## src/rtl/register_wneg_clkneg_shift_nbit.sv

```systemverilog
// WIDTH-bit falling-edge register: active-low parallel load, local shift/rotate modes,
// and a self-sequenced LSB-first serial transfer with Busy/Done status.
module register_wneg_clkneg_shift_nbit #(
  parameter int WIDTH     = 8,
  parameter int SHIFT_LEN = 8
) (
  input  logic             ClkN,
  input  logic             ClrN,
  input  logic             Enbar,
  input  logic [WIDTH-1:0] D,
  input  logic [1:0]       Mode,
  input  logic             SerIn,
  input  logic             Start,
  output logic [WIDTH-1:0] Q,
  output logic             SerOut,
  output logic             Busy,
  output logic             Done
);

  localparam int CW = $clog2(SHIFT_LEN + 1);
  localparam logic [CW-1:0] LAST = CW'(SHIFT_LEN);

  typedef enum logic {IDLE = 1'b0, SHIFT = 1'b1} state_t;

  localparam logic [1:0] MODE_HOLD = 2'b00;
  localparam logic [1:0] MODE_SHL  = 2'b01;
  localparam logic [1:0] MODE_SHR  = 2'b10;
  localparam logic [1:0] MODE_ROR  = 2'b11;

  state_t          state;
  logic [CW-1:0]   count;
  logic [CW-1:0]   count_nxt;

  assign count_nxt = count + CW'(1);

  // Left shift exits through the MSB; every other mode, and the transfer, exits through the LSB.
  assign SerOut = (state == IDLE && Mode == MODE_SHL) ? Q[WIDTH-1] : Q[0];

  // Start is a level request sampled only in IDLE with Enbar high; there is no
  // ready/ack, so a request held across Done simply starts the next transfer.
  always_ff @(negedge ClkN or negedge ClrN) begin
    if (!ClrN) begin
      state <= IDLE;
      count <= '0;
      Q     <= '0;
      Busy  <= 1'b0;
      Done  <= 1'b0;
    end else begin
      Done <= 1'b0;
      case (state)
        IDLE: begin
          if (!Enbar) begin
            Q <= D;
          end else if (Start) begin
            state <= SHIFT;
            Busy  <= 1'b1;
            count <= '0;
          end else begin
            case (Mode)
              MODE_HOLD: Q <= Q;
              MODE_SHL:  Q <= {Q[WIDTH-2:0], SerIn};
              MODE_SHR:  Q <= {SerIn, Q[WIDTH-1:1]};
              MODE_ROR:  Q <= {Q[0], Q[WIDTH-1:1]};
              default:   Q <= Q;
            endcase
          end
        end
        SHIFT: begin
          Q     <= {SerIn, Q[WIDTH-1:1]};
          count <= count_nxt;
          if (count_nxt == LAST) begin
            state <= IDLE;
            Busy  <= 1'b0;
            Done  <= 1'b1;
          end
        end
        default: begin
          state <= IDLE;
          Busy  <= 1'b0;
        end
      endcase
    end
  end

endmodule

```

## config.mk

```make
export PLATFORM = sky130hd
export DESIGN_NAME = register_wneg_clkneg_shift_nbit
export DESIGN_NICKNAME = d
export VERILOG_FILES = /design/src/rtl/register_wneg_clkneg_shift_nbit.sv
export SDC_FILE = /design/constraint.sdc
export NUM_CORES = 1
export LEC_CHECK = 0
export CORE_MARGIN = 2
export CORE_UTILIZATION = 45
export DETAILED_ROUTE_END_ITERATION = 10
export PLACE_DENSITY = 0.76
export SYNTH_ARGS = -nofsm -noshare
export SYNTH_HDL_FRONTEND = slang
export SYNTH_SLANG_ARGS = --single-unit
```

## constraint.sdc

```tcl
create_clock -name ClkN -period 1.5 [get_ports ClkN]
set_input_delay 0.375 -clock ClkN [delete_from_list [all_inputs] [get_ports ClkN]]
set_output_delay 0.375 -clock ClkN [all_outputs]
set_load 0.05 [all_outputs]
```

# Yosys cells after proc, flatten, opt, wreduce, memory -nomap -nowiden
# Cells that the tools add are included.
totals:
  ff_bits: 15
  out_inout_bits: 11
  word_cells: 39
op_classes:
  add_sub_neg: 1
  eq_ne: 9
  n_mux: 18
  n_bitwise: 1
  reduce_logical: 5
op_table:
  columns: ["cell", "n"]
  rows:
  - ["case mux 8 bit (3 select lines)", 1]
  - ["two-way mux 8 bit", 2]
  - ["case mux 8 bit (2 select lines)", 1]
  - ["two-way mux 1 bit", 9]
  - ["two-way mux 4 bit", 2]
  - ["case mux 4 bit (2 select lines)", 1]
  - ["!= test 3 bit, second input constant", 2]
  - ["adder 4 x 1 -> 4 bit, second input constant", 1]
  - ["equality test 2 bit, second input constant", 2]
  - ["equality test 4 bit, second input constant", 1]
  - ["!= test 2 bit, second input constant", 2]
  - ["case mux 1 bit (2 select lines)", 2]
  - ["AND reduction 2 bit", 2]
  - ["AND reduction 3 bit", 1]
  - ["equality test 2 x 1 -> 1 bit, second input constant", 1]
  - ["logical NOT 2 bit", 1]
  - ["!= test 2 x 1 -> 1 bit, second input constant", 1]
  - ["logical AND 1 bit", 1]
  - ["inverter 1 bit", 1]

# Longest topological paths before layout
depth:
  word_depth: 5
  depth_mapped: 5
  mapped_depth_nobuf: 4

==> results.tsv <==
stage	metric	value	unit
floorplan	y dimension of the die	49.6	um
floorplan	Die Footprint	2460	sq um
logic_synthesis	summed instance area of the synthesized netlist	936	sq um
sta	worst-case setup margin in the final layout	-996	ps
place	standard cell area after detailed placement	1510	sq um
place	number of input and output port buffers inserted	25	
detailed_routing	total number of vias	1296	
grt	number of antenna violations at the first check in global routing	0	
detailed_routing	iteration-0 DRC count of the detailed router	91	
grt	wire length of the first global-routing pass	6.23	mm
layout	Antenna Cells	0	
grt	total routing resource utilization after global routing	34.0	%
clocking	clock tree buffer depth	2	
clocking	clock network latency to the later pin of the worst-skew pair	310	ps
layout	layout overhead on the synthesized area	102	%
critical_path	path type of the worst setup path	flop to output port	
hold_path	Tightest Hold Check Type	flop to flop	
logic_synthesis	number of enable-type register cells in the synthesized netlist	0	
layout	Final nets	186	
logic_synthesis	adder and majority gate portion of the synthesized area	1.34	%
floorplan	number of placement rows	16	
grt	grt ovf	0	
detailed_routing	TritonRoute pass-1 iters	4	
hold_path	start point of the worst min-delay path	count[0]$_DFFE_NN0P_	
logic_synthesis	compound-cell area share of the yosys netlist	25.1	%
logic_synthesis	number of unique standard cell types used by synthesis	35	
clocking	clock tree from TritonCTS	built	
critical_path	biggest fanout along the worst timing path	2	
logic_synthesis	share of synthesized cell area in and, or, nand and nor gates	22.7	%
power	maximum resistive drop on vdd	0.00177	V
logic_synthesis	post-synthesis xor/xnor area fraction	1.87	%
detailed_routing	wire length reported by the detailed router	5.13	mm
logic_synthesis	synthesis warning total	0	
power	Cell Pwr Density	1990	nW/um^2
sta	final number of max-transition violations	0	
clocking	Max H-tree Level	1	
logic_synthesis	average cell area after synthesis	8.91	sq um
power	relative contribution of sequential cells to total power	22.6	%
detailed_routing	DRT antenna net count	0	
run_status	failing checks	negative setup slack	
critical_path	crit path max-delay cell type	dfrtn_1	
logic_synthesis	most common cell in the synthesized netlist	dfrtn_1	
place	placer's final routability congestion estimate	0.848	
sta	final setup skew	4.81	ps
sta	setup violators final	25	
power	total net switching power	1.74	mW
logic_synthesis	most common flop cell mapped by yosys	dfrtn_1	
logic_synthesis	nets in the synthesized netlist	121	
clocking	clock root buffer	clkbuf_4	
critical_path	worst-path cell chain	nor2_1, nand2_1, mux2_4, buf_8	
critical_path	largest incremental delay on the critical path	450	ps
run_status	result of the run	finished with violations	
critical_path	data arrival time at the worst-slack endpoint	2120	ps
logic_synthesis	largest family of logic cells by synthesized area	compound AO/OA/AOI/OAI gates	
place	Final HPWL DP	2.02	mm
logic_synthesis	async set-reset flop share out of synthesis	100	%
floorplan	effective utilization at floorplan	47.7	%
layout	fraction of final layout cells sized beyond drive strength 1	56.8	%
power	internal portion of total power	2.02	mW
clocking	Num CTS Buffers	3	
grt	vias in the first global route	1219	
critical_path	data required time at the worst endpoint	1120	ps
floorplan	standard cell core area	1960	sq um
clocking	Sinks on Clock Net	15	
sta	final count of hold timing violations	0	
logic_synthesis	sequential share of the synthesized area	40.1	%
sta	slew margin rel.	73.1	%
critical_path	type of element capturing the critical path	output port	
detailed_routing	post-DR wirelength/cell	26.2	um
logic_synthesis	mux contribution to synthesized area	3.48	%
power	clock share of power	6.9	%
grt	pin count of the biggest net entering global routing	30	
power	relative contribution of combinational cells to total power	70.5	%
detailed_routing	drt via density	6.61	
logic_synthesis	top cells by instance count after synthesis	dfrtn_1 (15), o21ai_0 (9), nand2_1 (8), nor3_1 (8), nor2_1 (7)	
logic_synthesis	largest cells by area after synthesis	dfrtn_1 (40%), o21ai_0 (4.8%), nor3_1 (4.3%)	
logic_synthesis	flip-flop and latch count after synthesis	15	
layout	final instance area	1890	sq um
detailed_routing	remaining design rule violation count	0	
sta	RSZ-0062 raised after global routing	yes	
clocking	CTS hold repair buffers	0	
critical_path	beginning of the critical path	state$_DFF_NN0_	
sta	transition time at the pin with the least slew margin	403	ps
critical_path	CP Launch Type	flop	
power	switching part of the total power	46.2	%
power	Power Total	3.77	mW
flow_run	max cap viols	0	
logic_synthesis	post-synth top area share	40.1	%
critical_path	launch instance of the worst register-to-register path	state$_DFF_NN0_	
clocking	clock transition at the register clock pins on the worst setup and hold paths after CTS	70	ps
power	leakage dissipation	0.899	nW
floorplan	width of the chip	49.6	um
floorplan	Boundary Pins	26	
logic_synthesis	cell accounting for the most synthesized area	dfrtn_1	
logic_synthesis	cell count after synthesis	105	
state kept, by name, indices dropped and copies added, names as in the netlist:
register / cells
state: 1
count: 4
Busy: 1
Q: 8
Done: 1
layer usage:
layer  vias up  wire length, um  track usage [%]
li1        516                -                -
met1       604             1750             37.2
met2       119             2390             58.7
met3        57              523             8.18
met4         0              467             20.8
met5         -                0                0
power by group through the flow:
stage	logic, mW	clock network [mW]	registers (mW)
final	2.65	0.260	0.853
after global routing	2.73	0.277	0.863
after CTS	2.25	0.244	0.818
after detailed placement	2.07	0	0.818
after global placement	2.03	0	0.800
after floorplan	0.651	0	1.22
path summary, 6_finish.rpt:
| path | end | slack [ps] | depth (start not counted) |
|---|---|---|---|
| setup / recovery | SerOut | -1000 | 4 |
| hold / removal | count[0]$_DFFE_NN0P_ | 560 | 1 |
| setup reg to reg | Q[1]$_DFFE_NN0P_ | -240 | 5 |
| hold reg to reg | count[0]$_DFFE_NN0P_ | 560 | 1 |
| max in group asynchronous | Done$_DFF_NN0_ | 250 | 2 |
| min in group asynchronous | Q[0]$_DFFE_NN0P_ | 1100 | 2 |
timing repair:
| item | CTS | global route |
|---|---|---|
| gates cloned | 1 | 0 |
| buffers inserted | 11 | 9 |
| gates resized for setup | 46 | 34 |
| endpoints found under the setup margin | 25 | 25 |
| pin swaps | 12 | 19 |
worst max-delay path, delay by kind of cell, from the launching register on:
kind | cells | cell delay, ps
flip-flops | 1 | 450
AND/OR/NAND/NOR | 2 | 150
multiplexers | 1 | 310
buffers and inverters | 1 | 150
layout by cell type, fill, tap and decap left out, drive strengths merged, types with 2 or more instances in the layout:
cell type	instances
mux2	2
and3	3
nor2	8
nor3	8
dlygate4sd2	2
a21oi	6
dlymetal6s2s	6
or3b	2
dfrtn	15
inv	2
a22o	2
a32o	2
clkdlybuf4s50	2
o22ai	4
buf	57
clkbuf	4
a31o	3
nand3	2
nand2	8
o21ai	9
a221oi	2
or2	2
nor2b	6
stage by stage:
stage / worst slack, ps / utilization, % / hold slack [ps] / setup TNS (ps) / std cells
4_1_cts: -954 / 88.8 / 520 / -9910 / 188
2_1_floorplan: -682 / - / 485 / -8200 / 105
3_5_place_dp: -1030 / 77.2 / 518 / -16160 / 172
3_3_place_gp: -992 / 77.2 / 510 / -15680 / 172
5_1_grt: -1020 / 96.5 / 586 / -10820 / 196
6_report: -996 / 96.5 / 564 / -10570 / 196
final cells by class:
cell class | count | area [sq um]
fillers | 42 | 68.8
well taps | 27 | 33.8
multi-input cells | 81 | 683
clock buffers | 4 | 26.3
inverters | 2 | 7.51
flip-flops and latches | 15 | 375
repair buffers | 67 | 767
cell families after synthesis:
group / count (synthesis)
XOR/XNOR: 2
flip-flops: 15
buffers and inverters: 9
AO/OA/AOI/OAI: 34
multiplexers: 3
adder cells (fa/ha/maj): 1
AND/OR/NAND/NOR: 41
Power figures use the tool's default switching activity.
